`config.mk`:
```
export PLATFORM = sky130hd
export DESIGN_NAME = maindec_mc
export DESIGN_NICKNAME = d
export VERILOG_FILES = /design/src/rtl/maindec_mc.sv
export SDC_FILE = /design/constraint.sdc
export NUM_CORES = 1
export LEC_CHECK = 0
export CAP_MARGIN = 20
export CORE_AREA = 2 2 59 61
export CTS_CLUSTER_SIZE = 16
export DETAILED_ROUTE_END_ITERATION = 7
export DIE_AREA = 0 0 61 63
export PLACE_DENSITY = 0.68
export RECOVER_POWER = 25
export SLEW_MARGIN = 40
export SYNTH_ARGS = -nofsm -noshare
export SYNTH_HDL_FRONTEND = slang
export SYNTH_SLANG_ARGS = --single-unit
```
`constraint.sdc`:
```
create_clock -name clk -period 3 [get_ports clk]
set_input_delay 0.9 -clock clk [delete_from_list [all_inputs] [get_ports clk]]
set_output_delay 0.9 -clock clk [all_outputs]
set_load 0.01 [all_outputs]
```
`src/rtl/maindec_mc.sv`:
```
// Multicycle MIPS main decoder: Moore FSM stepping each instruction through
// fetch/decode/execute/memory/writeback and driving datapath strobes and aluop.
module maindec_mc #(
    parameter int OPW = 6
) (
    input  logic           clk,
    input  logic           rst_n,
    input  logic           en,
    input  logic [OPW-1:0] op,
    input  logic           zero,
    output logic           memwrite,
    output logic           irwrite,
    output logic           regwrite,
    output logic           pcwrite,
    output logic           iord,
    output logic           regdst,
    output logic           memtoreg,
    output logic           alusrca,
    output logic           branch,
    output logic           pcen,
    output logic [1:0]     alusrcb,
    output logic [1:0]     pcsrc,
    output logic [1:0]     aluop,
    output logic           illegal,
    output logic [3:0]     state
);

    typedef enum logic [3:0] {
        FETCH   = 4'd0,
        DECODE  = 4'd1,
        MEMADR  = 4'd2,
        MEMRD   = 4'd3,
        MEMWB   = 4'd4,
        MEMWR   = 4'd5,
        RTYPEEX = 4'd6,
        RTYPEWB = 4'd7,
        BEQEX   = 4'd8,
        ADDIEX  = 4'd9,
        ADDIWB  = 4'd10,
        JEX     = 4'd11
    } state_t;

    typedef struct packed {
        logic       memwrite;
        logic       irwrite;
        logic       regwrite;
        logic       pcwrite;
        logic       iord;
        logic       regdst;
        logic       memtoreg;
        logic       alusrca;
        logic       branch;
        logic [1:0] alusrcb;
        logic [1:0] pcsrc;
        logic [1:0] aluop;
    } ctrl_t;

    localparam logic [OPW-1:0] OP_RTYPE = OPW'(6'b000000);
    localparam logic [OPW-1:0] OP_LW    = OPW'(6'b100011);
    localparam logic [OPW-1:0] OP_SW    = OPW'(6'b101011);
    localparam logic [OPW-1:0] OP_BEQ   = OPW'(6'b000100);
    localparam logic [OPW-1:0] OP_ADDI  = OPW'(6'b001000);
    localparam logic [OPW-1:0] OP_J     = OPW'(6'b000010);

    state_t cur, nxt;
    ctrl_t  ctrl_q;
    logic   known_op;

    function automatic ctrl_t decode(input state_t s);
        ctrl_t c;
        c = '0;
        case (s)
            FETCH:          begin c.alusrcb = 2'b01; c.irwrite = 1'b1; c.pcwrite = 1'b1; end
            DECODE:         c.alusrcb = 2'b11;
            MEMADR, ADDIEX: begin c.alusrca = 1'b1; c.alusrcb = 2'b10; c.aluop = 2'b00; end
            MEMRD:          c.iord = 1'b1;
            MEMWB:          begin c.memtoreg = 1'b1; c.regwrite = 1'b1; end
            MEMWR:          begin c.iord = 1'b1; c.memwrite = 1'b1; end
            RTYPEEX:        begin c.alusrca = 1'b1; c.aluop = 2'b10; end
            RTYPEWB:        begin c.regdst = 1'b1; c.regwrite = 1'b1; end
            ADDIWB:         c.regwrite = 1'b1;
            BEQEX:          begin c.alusrca = 1'b1; c.aluop = 2'b01; c.pcsrc = 2'b01; c.branch = 1'b1; end
            JEX:            begin c.pcsrc = 2'b10; c.pcwrite = 1'b1; end
            default:        c = '0;
        endcase
        return c;
    endfunction

    always_comb begin
        known_op = (op == OP_LW) || (op == OP_SW) || (op == OP_RTYPE) ||
                   (op == OP_BEQ) || (op == OP_ADDI) || (op == OP_J);
    end

    // Illegal encodings 12..15 fall through the default and recover to FETCH.
    always_comb begin
        nxt = FETCH;
        case (cur)
            FETCH:   nxt = DECODE;
            DECODE: begin
                if (op == OP_LW || op == OP_SW) nxt = MEMADR;
                else if (op == OP_RTYPE)        nxt = RTYPEEX;
                else if (op == OP_BEQ)          nxt = BEQEX;
                else if (op == OP_ADDI)         nxt = ADDIEX;
                else if (op == OP_J)            nxt = JEX;
                else                            nxt = FETCH;
            end
            MEMADR:  nxt = (op == OP_LW) ? MEMRD : MEMWR;
            MEMRD:   nxt = MEMWB;
            RTYPEEX: nxt = RTYPEWB;
            ADDIEX:  nxt = ADDIWB;
            default: nxt = FETCH;
        endcase
    end

    // Outputs are registered from the next state, so they line up with cur;
    // the reset value is the FETCH decode for the first cycle after release.
    // NOTE: sequential state uses non-blocking assignments so every flop samples pre-edge values.
    always_ff @(posedge clk or negedge rst_n) begin
        if (!rst_n) begin
            cur    <= FETCH;
            ctrl_q <= decode(FETCH);
        end else if (en) begin
            cur    <= nxt;
            ctrl_q <= decode(nxt);
        end
    end

    // rst_n gates outputs combinationally so writes die at the async edge;
    // en gates only the write strobes, selects keep their state values.
    assign memwrite = rst_n & en & ctrl_q.memwrite;
    assign irwrite  = rst_n & en & ctrl_q.irwrite;
    assign regwrite = rst_n & en & ctrl_q.regwrite;
    assign pcwrite  = rst_n & en & ctrl_q.pcwrite;
    assign pcen     = rst_n & en & (ctrl_q.pcwrite | (ctrl_q.branch & zero));
    assign illegal  = rst_n & en & (cur == DECODE) & ~known_op;
    assign iord     = rst_n & ctrl_q.iord;
    assign regdst   = rst_n & ctrl_q.regdst;
    assign memtoreg = rst_n & ctrl_q.memtoreg;
    assign alusrca  = rst_n & ctrl_q.alusrca;
    assign branch   = rst_n & ctrl_q.branch;
    assign alusrcb  = rst_n ? ctrl_q.alusrcb : 2'b00;
    assign pcsrc    = rst_n ? ctrl_q.pcsrc   : 2'b00;
    assign aluop    = rst_n ? ctrl_q.aluop   : 2'b00;
    assign state    = rst_n ? cur            : 4'd0;

endmodule
```
==> results.yml <==
status:
  status: "completed"
global_route:
  grt_pass1_vias: 1131
  antenna_found_initial: 0
  grt_max_degree: 14
  grt_pass1_wl_mm: 5.133
  overflow: 0
  grt_usage_pct: 17.95
power_and_ir_drop:
  seqPwrFrac_pct: 41.7
  power_density_nw_per_um2: 406.2
  leakagePower_nw: 0.7924
  pwr-share-clk_pct: 18.7
  swShare_pct: 32.96
  ir_worst_vdd_mv: 0.1559
  p_switching_mw: 0.2248
  p_int_mw: 0.4573
  combPwrFrac_pct: 39.6
synth:
  yosys.area.top_type: "dfrtp_1"
  synthTopCellsByArea: "dfrtp_1 32%, and2_1 8.6%, dfstp_2 7.2%"
  avgSynthCellArea_um2: 8.880
  synth_ff_type: "dfrtp_1"
  ys_warn_count: 0
  postSynth.asyncResetShare_pct: 100.0
  yosys.cell_types.count: 39
  synth.top_cell.area_share_pct: 32.07
  yosysMostFrequentCell: "and2_1"
  synth.net_count: 133
  synth_enable_flop_cells: 0
  synth_commonest_cells: "15 x and2_1, 14 x dfrtp_1, 10 x o21ai_0"
  yosysSeqAreaShare_pct: 39.29
  syn_area_um2: 1092
  synthCells: 123
  ys_seq_elements: 17
final_layout:
  final_cells: 222
  drive_gt1_share_pct: 24.43
  fillers: 328
  num-nets-final: 187
  area_growth_pct: 53.72
  diodes: 0
place:
  hpwl_mm: 2.225
  place_congestion: 0.8777
  place_inst: 215
  pre_cts_ws_ns: -0.5824
  io_buffers: 30
worst_hold_path:
  whs_path_depth: 2
  whs_endpoint: "ctrl_q[3]$_DFFE_PN0P_"
  hold_class: "reg -> reg"
  min_from: "ctrl_q[3]$_DFFE_PN0P_"
timing:
  fmax_mhz: 339.1
  finalSetupViolCount: 0
  clock_skew_ns: 0.005888
  tightest_slew_ns: 0.5826
  hold_viol_final: 0
  post-route-min-period_ns: 2.949
  fin_crit_sh_pct: 98.30
  rsz0062_at_grt: "no"
  fin_ws_ns: 0.05102
  maxSlewHeadroom_pct: 60.75
  maxSlewViolCount: 0
detailed_routing:
  first_iter_violations: 29
  drt_pre_antenna_iters: 4
  via_per_inst: 5.126
  wl_per_cell_um: 13.96
  drc: 0
  dr_total_vias: 1138
  drt-total-wl_mm: 3.100
  ant_nets: 0
die:
  core_area_um2: 3232
  ios: 31
  row_count: 21
  initial_utilization_pct: 33.80
  fp.dieArea_um2: 3843
  die_width_um: 61
  fp.dieH_um: 63
clock_network:
  htreeDepth: 1
  hold_buffers: 0
  cts_tree: "yes"
  cts-root-buf: "clkbuf_4"
  cts_made_buffers: 3
  clock_path_buffers: 2
  insertion_delay_ns: 0.29
  cts.sinks: 17
  clkTransAtPathRegs_ns: 0.11
setup_path:
  ff2ff_setup_slack_ns: 1.21
  r2r-end: "ctrl_q[7]$_DFFE_PN0P_"
  cp.required_ns: 2.10
  cp-end-kind: "output port"
  setup.worst_path.class: "in -> out"
  critPathLaunchType: "input port"
  crit_fanout: 3
  arrival_ns: 2.05
  r2r-start: "cur[1]$_DFFE_PN0P_"
  worst-r2r-cell-count: 5
flow_run:
  drv_cap: 0
## critical path, stage by stage
cell and delay, ns:
dlygate4sd2_1 0.26, or4_4 0.54, nor3_4 0.15, nor4b_2 0.06
buf_2 0.14
## flip-flops by register name, summed over array words and instances, names as in the netlist
register	count
ctrl_q	13
cur	4
## worst max path at each step
stage | end | startpoint | cells past startpoint | slack, ns
2_1_floorplan | illegal | op[3] | 4 | 0.23
3_3_place_gp | illegal | op[2] | 5 | -0.54
3_5_place_dp | illegal | op[2] | 5 | -0.58
4_1_cts | illegal | op[2] | 5 | -0.16
5_1_grt | illegal | op[1] | 5 | 0.002
6_report | illegal | op[4] | 5 | 0.05
## metal layers
metal	vias to the layer above	global-route usage, %	routed length (µm)
met5	-	0	0
met1	547	22.39	1313
met4	0	8.696	50
met3	4	3.106	173
li1	539	-	-
met2	48	29.03	1563
## cell type report
class                           count  area, µm²  area share, %
Multi-Input combinational cell     92      620.6          36.96
Timing Repair Buffer               56      519.2          30.92
Sequential cell                    17      429.2          25.56
Tap cell                           46      57.56          3.428
Clock buffer                        4      26.28          1.565
Inverter                            7      26.28          1.565
## kinds of logic (layout without fill, tap and decap cells)
| logic type | count (synthesis) | count (layout) | share of synthesized area [%] |
|---|---|---|---|
| XOR/XNOR | 3 | 3 | 2.406 |
| AND/OR/NAND/NOR | 55 | 55 | 28.52 |
| multiplexers | 2 | 2 | 2.062 |
| flip-flops | 17 | 17 | 39.29 |
| buffers and inverters | 14 | 67 | 5.499 |
| AO/OA/AOI/OAI | 32 | 32 | 22.22 |
## power by group through the flow
| stage | Sequential (mW) | Clock [mW] | Combinational (mW) |
|---|---|---|---|
| 6_report | 0.284 | 0.128 | 0.270 |
| 5_1_grt | 0.288 | 0.144 | 0.295 |
| 4_1_cts | 0.284 | 0.130 | 0.271 |
| 3_5_place_dp | 0.288 | 0 | 0.262 |
| 3_3_place_gp | 0.286 | 0 | 0.258 |
| 2_1_floorplan | 0.289 | 0 | 0.133 |
## cell usage in the layout (no fill, tap or decap), types with 2 or more instances in the layout
| master | n |
|---|---|
| and3_1 | 4 |
| and2_1 | 15 |
| clkbuf_1 | 3 |
| dfstp_2 | 3 |
| nor2_1 | 8 |
| mux2_2 | 2 |
| nand3_1 | 4 |
| dlygate4sd2_1 | 5 |
| o2bb2ai_1 | 3 |
| xnor2_1 | 2 |
| nand2_1 | 9 |
| a21oi_1 | 5 |
| o211ai_1 | 3 |
| clkbuf_4 | 3 |
| dlymetal6s2s_1 | 3 |
| o21ai_0 | 10 |
| buf_4 | 20 |
| buf_2 | 2 |
| nor3_1 | 4 |
| clkdlybuf4s15_1 | 2 |
| clkdlybuf4s50_1 | 18 |
| dfrtp_1 | 14 |
| inv_1 | 7 |
## stage by stage
step                      hold slack, ns  area (µm²)  utilization, %  power, mW  setup TNS [ns]
after global routing              0.5207        1679           51.96     0.7265               0
final                             0.4893        1679           51.96     0.6821               0
after floorplan                   0.4456        1092               -     0.4218               0
after detailed placement          0.4671        1589           49.17     0.5504          -5.827
after CTS                         0.4921        1677           51.88     0.6851         -0.1575
after global placement            0.4673        1589           49.17     0.5436          -5.532
## what timing repair did
action,in CTS,in global routing
endpoints found under the setup margin,21,3
pin swaps,2,3
gates cloned,2,0
resized for setup,19,7
hold endpoints to repair,0,0
setup buffers,1,0
Power figures use the tool's default switching activity.
